--- config.mk ---
export PLATFORM = sky130hd
export DESIGN_NAME = axi4_lite_master_bridge
export DESIGN_NICKNAME = d
export VERILOG_FILES = /design/src/rtl/axi4_lite_master_bridge_pkg.sv /design/src/rtl/axi4_lite_master_bridge.sv
export SDC_FILE = /design/constraint.sdc
export NUM_CORES = 1
export LEC_CHECK = 0
export BUFFER_PORTS_ARGS = -buffer_cell sky130_fd_sc_hd__buf_2
export CAP_MARGIN = 20
export CORE_MARGIN = 2
export CORE_UTILIZATION = 45
export DETAILED_ROUTE_END_ITERATION = 6
export PLACE_DENSITY = 0.75
export SLEW_MARGIN = 30
export SYNTH_ARGS = -nofsm -noshare
export SYNTH_HDL_FRONTEND = slang
export SYNTH_SLANG_ARGS = --single-unit
--- constraint.sdc ---
create_clock -name ACLK -period 2.01 [get_ports ACLK]
set_input_delay 0.402 -clock ACLK [delete_from_list [all_inputs] [get_ports ACLK]]
set_output_delay 0.402 -clock ACLK [all_outputs]
set_load 0.05 [all_outputs]
--- src/rtl/axi4_lite_master_bridge_pkg.sv ---
// Shared AXI4-Lite definitions for the master bridge: response codes and FSM encoding.
// The slave side uses the same response constants.
package axi4_lite_master_bridge_pkg;

    localparam logic [1:0] RESP_OKAY   = 2'b00;
    localparam logic [1:0] RESP_EXOKAY = 2'b01;
    localparam logic [1:0] RESP_SLVERR = 2'b10;
    localparam logic [1:0] RESP_DECERR = 2'b11;

    typedef enum logic [2:0] {
        ST_IDLE    = 3'd0,
        ST_WR_REQ  = 3'd1,
        ST_WR_RESP = 3'd2,
        ST_RD_REQ  = 3'd3,
        ST_RD_DATA = 3'd4,
        ST_RSP     = 3'd5
    } state_e;

    function automatic logic is_error(input logic [1:0] resp);
        return resp != RESP_OKAY;
    endfunction

endpackage

--- src/rtl/axi4_lite_master_bridge.sv ---
// Single-outstanding command/response to AXI4-Lite master bridge.
// Holds the last transaction result for the requester and a sticky error flag.
module axi4_lite_master_bridge
    import axi4_lite_master_bridge_pkg::*;
#(
    parameter int ADDR_W = 8,
    parameter int DATA_W = 8
) (
    input  logic              ACLK,
    input  logic              ARESETN,
    // requester command side
    input  logic              cmd_valid,
    output logic              cmd_ready,
    input  logic              cmd_write,
    input  logic [ADDR_W-1:0] cmd_addr,
    input  logic [DATA_W-1:0] cmd_wdata,
    // requester response side
    output logic              rsp_valid,
    input  logic              rsp_ready,
    output logic              rsp_write,
    output logic [DATA_W-1:0] rsp_rdata,
    output logic [1:0]        rsp_resp,
    output logic              err_sticky,
    // write address channel
    output logic [ADDR_W-1:0] AWADDR,
    output logic              AWVALID,
    input  logic              AWREADY,
    // write data channel
    output logic [DATA_W-1:0] WDATA,
    output logic              WSTRB,
    output logic              WVALID,
    input  logic              WREADY,
    // write response channel
    input  logic [1:0]        BRESP,
    input  logic              BVALID,
    output logic              BREADY,
    // read address channel
    output logic [ADDR_W-1:0] ARADDR,
    output logic              ARVALID,
    input  logic              ARREADY,
    // read data channel
    input  logic [DATA_W-1:0] RDATA,
    input  logic [1:0]        RRESP,
    input  logic              RVALID,
    output logic              RREADY
);

    state_e              state_q,     state_d;
    logic [ADDR_W-1:0]   addr_q,      addr_d;
    logic [DATA_W-1:0]   wdata_q,     wdata_d;
    logic                awvalid_q,   awvalid_d;
    logic                wvalid_q,    wvalid_d;
    logic                rsp_write_q, rsp_write_d;
    logic [DATA_W-1:0]   rsp_rdata_q, rsp_rdata_d;
    logic [1:0]          rsp_resp_q,  rsp_resp_d;
    logic                err_q,       err_d;

    // NOTE: state registers use non-blocking assignments so every flop samples
    // the pre-edge value of its neighbours regardless of process ordering.
    always_ff @(posedge ACLK or negedge ARESETN) begin
        if (!ARESETN) begin
            state_q     <= ST_IDLE;
            addr_q      <= '0;
            wdata_q     <= '0;
            awvalid_q   <= 1'b0;
            wvalid_q    <= 1'b0;
            rsp_write_q <= 1'b0;
            rsp_rdata_q <= '0;
            rsp_resp_q  <= RESP_OKAY;
            err_q       <= 1'b0;
        end else begin
            state_q     <= state_d;
            addr_q      <= addr_d;
            wdata_q     <= wdata_d;
            awvalid_q   <= awvalid_d;
            wvalid_q    <= wvalid_d;
            rsp_write_q <= rsp_write_d;
            rsp_rdata_q <= rsp_rdata_d;
            rsp_resp_q  <= rsp_resp_d;
            err_q       <= err_d;
        end
    end

    // NOTE: every signal driven here gets a default first, so no path through
    // the case statement can leave one unassigned and infer a latch.
    always_comb begin
        state_d     = state_q;
        addr_d      = addr_q;
        wdata_d     = wdata_q;
        awvalid_d   = awvalid_q;
        wvalid_d    = wvalid_q;
        rsp_write_d = rsp_write_q;
        rsp_rdata_d = rsp_rdata_q;
        rsp_resp_d  = rsp_resp_q;
        err_d       = err_q;
        cmd_ready   = 1'b0;
        rsp_valid   = 1'b0;
        WSTRB       = 1'b0;
        BREADY      = 1'b0;
        ARVALID     = 1'b0;
        RREADY      = 1'b0;

        unique case (state_q)
            ST_IDLE: begin
                cmd_ready = 1'b1;
                if (cmd_valid) begin
                    addr_d = cmd_addr;
                    if (cmd_write) begin
                        wdata_d   = cmd_wdata;
                        awvalid_d = 1'b1;
                        wvalid_d  = 1'b1;
                        state_d   = ST_WR_REQ;
                    end else begin
                        state_d   = ST_RD_REQ;
                    end
                end
            end

            // AW and W complete independently; leave once neither is pending.
            ST_WR_REQ: begin
                WSTRB = 1'b1;
                if (awvalid_q && AWREADY) awvalid_d = 1'b0;
                if (wvalid_q && WREADY)   wvalid_d  = 1'b0;
                if (!awvalid_d && !wvalid_d) state_d = ST_WR_RESP;
            end

            ST_WR_RESP: begin
                BREADY = 1'b1;
                if (BVALID) begin
                    rsp_write_d = 1'b1;
                    rsp_rdata_d = '0;
                    rsp_resp_d  = BRESP;
                    err_d       = err_q | is_error(BRESP);
                    state_d     = ST_RSP;
                end
            end

            ST_RD_REQ: begin
                ARVALID = 1'b1;
                if (ARREADY) state_d = ST_RD_DATA;
            end

            ST_RD_DATA: begin
                RREADY = 1'b1;
                if (RVALID) begin
                    rsp_write_d = 1'b0;
                    rsp_rdata_d = RDATA;
                    rsp_resp_d  = RRESP;
                    err_d       = err_q | is_error(RRESP);
                    state_d     = ST_RSP;
                end
            end

            ST_RSP: begin
                rsp_valid = 1'b1;
                if (rsp_ready) state_d = ST_IDLE;
            end

            default: state_d = ST_IDLE;
        endcase
    end

    assign AWADDR     = addr_q;
    assign ARADDR     = addr_q;
    assign WDATA      = wdata_q;
    assign AWVALID    = awvalid_q;
    assign WVALID     = wvalid_q;
    assign rsp_write  = rsp_write_q;
    assign rsp_rdata  = rsp_rdata_q;
    assign rsp_resp   = rsp_resp_q;
    assign err_sticky = err_q;

endmodule

==> results.toml <==
[outcome]
status = "completed"

[clocking]
cts_buffers = 5
clk_pin_slew_ns = 0.09
cts-root-buf = "clkbuf_4"
cts_sinks = 33
postCtsSetupBuffers = 0
cts_tree = "yes"
clk_latency_ns = 0.32
ctsLongestPathBuffers = 2
htree_levels = 2

[detailed_routing]
avgViaCountPerCell = 4.768
ant_nets = 0
routedWlPerCell_um = 12.77
drt_drc_violations_left = 0
first_pass_iters = 4
drt_iter0_markers = 37
wl_mm = 3.243
vias = 1211

[sta]
period_share_pct = 95.85
final-setup-viol-count = 0
tightest_slew_ns = 0.7153
drv_slew = 0
grt_setup_unrepaired = "true"
layout_min_cycle_time_ns = 1.927
finalHoldViolCount = 0
skew_ns = 0.005373
fmax_mhz = 519.0
worst_slack_ns = 0.08334
relSlewSlack_pct = 52.31

[critical_path]
path_cells = "nor3b_4 -> clkbuf_4"
critical_path_arrival_ns = 1.52
critPathSlowestCell = "dfrtp_2"
cp-start-kind = "flip-flop"
critPathMaxFanout = 11
cp_slowest_stage_delay_ns = 0.55
cp-end-kind = "output pin"
path_buf_inv = 1
crit_type = "flip-flop to output pin"
required_ns = 1.61
crit_path_start = "state_q[2]"
cp_top_family = "flip-flops"
rrSetupSlack_ns = 0.36
reg2reg_from = "state_q[2]"

[synth]
synth_seq_cells = 33
syn_inst = 129
syn_area_sq_um = 1643
ys_seq_area_share_pct = 50.27
synth_cell_types = 29
synth_fp_nets = 167
yosysWarnings = 0
postSynthAreaPerCell_sq_um = 12.74

[floorplan]
core_area_sq_um = 3416
die_x_um = 64.42
die_h_um = 64.42
start_util_pct = 48.10
die_area_sq_um = 4150
ios = 82
rows = 21

[final_layout]
n_antenna_cell = 0
area_growth_syn_to_layout_pct = 30.62
final_area_sq_um = 2146
nFillCells = 285
drive_above_1_share_pct = 53.85
final_cell_mix = "79 x buf_2, 30 x dfrtp_1, 12 x mux2_1"
final_nets = 245
mostFrequentLayoutCell = "buf_2"

[placed_design]
gp_congestion = 0.7189
placed_area_sq_um = 2036
pre_cts_slack_ns = 0.1704
hpwlAfterDp_mm = 2.589
place.port_buffers = 81

[grt]
grt_usage_pct = 17.05
grt_pass1_wl_mm = 5.506
grt_start_max_net_pins = 34
antenna_found_initial = 0
grt_pass1_vias = 1274
grt-ovfl-total = 0

[job]
maxCapViolCount = 0

[hold_path]
hold_class = "input port to async pin"
==> logic make-up after synthesis <==
logic type	synth area share [%]
compound gates	6.475
buf+inv	8.987
simple gates	12.64
flops	50.27
mux	21.63
==> per-layer routing <==
metal  routed length (um)  part of all wire, %  vias to the layer above  track usage, %
li1                     -                    -                      587               -
met1                 1340                   41                      568           19.71
met3                  246                  7.6                        2           5.382
met4                   12                 0.37                        0           4.787
met5                    0                    0                        -               0
met2                 1644                   51                       54           30.34
==> through the flow <==
stage	TNS [ns]	util, %	std cells	hold WS (ns)
final	0	62.82	254	0.1235
after global routing	-0.004173	62.82	254	0.1550
after global placement	0	59.60	246	0.4443
after floorplan	0	-	129	0.1064
after CTS	0	62.45	254	0.1376
after detailed placement	0	59.60	246	0.4539
==> cells in the mapped netlist <==
library cell / n / area [sq um]
a21boi_1: 1 / 7.510
a21o_1: 1 / 7.510
a21oi_1: 5 / 25.02
a21oi_4: 1 / 16.27
a311oi_1: 1 / 8.760
a31o_1: 1 / 8.760
buf_2: 1 / 5.000
buf_4: 11 / 82.58
buf_6: 2 / 22.52
dfrtp_1: 33 / 825.8
inv_1: 10 / 37.54
mux2_1: 12 / 135.1
mux2_4: 8 / 120.1
mux2i_1: 10 / 100.1
nand2_1: 9 / 33.78
nand2_4: 1 / 11.26
nand2b_1: 4 / 25.02
nand3b_4: 2 / 40.04
nor2_1: 3 / 11.26
nor2b_1: 1 / 6.260
nor3_1: 2 / 10.01
nor3b_1: 2 / 15.01
nor3b_2: 2 / 25.02
nor4b_4: 1 / 23.77
o211ai_1: 1 / 7.510
o21bai_1: 1 / 7.510
o221ai_1: 1 / 8.760
o2bb2ai_1: 1 / 8.760
or3_1: 1 / 6.260
==> flip-flops by register name, summed over array words and instances, names as in the netlist <==
| register | count |
|---|---|
| err_sticky | 1 |
| state_q | 3 |
| rsp_rdata | 8 |
| rsp_resp | 2 |
| ARADDR | 8 |
| WVALID | 1 |
| WDATA | 8 |
| rsp_write | 1 |
| AWVALID | 1 |
==> cell type report <==
cell class / count / area [sq um] / share of cell area (%)
flip-flops and latches: 33 / 829.5 / 38.66
multi-input cells: 72 / 691.9 / 32.24
repair buffers: 85 / 444.2 / 20.70
well taps: 46 / 57.56 / 2.682
clock buffers: 7 / 55.05 / 2.566
inverters: 10 / 37.54 / 1.749
clock inverters: 1 / 30.03 / 1.399
==> path summary, 6_finish.rpt <==
path	cells past startpoint	end
worst min-delay path	1	rsp_write
worst max register to register	3	rsp_resp[0]
worst min register to register	1	err_sticky
worst max-delay path	2	RREADY
min in group ACLK	2	AWVALID
max in group asynchronous	1	state_q[1]
==> what timing repair did <==
item | in CTS | in global routing
hold buffers | 0 | 0
resized for setup | 5 | 3
endpoints found under the setup margin | 4 | 2
Power is left out: the tool's default activity adds up to more than one toggle a clock period on the data nets, which glitch-free logic cannot reach.
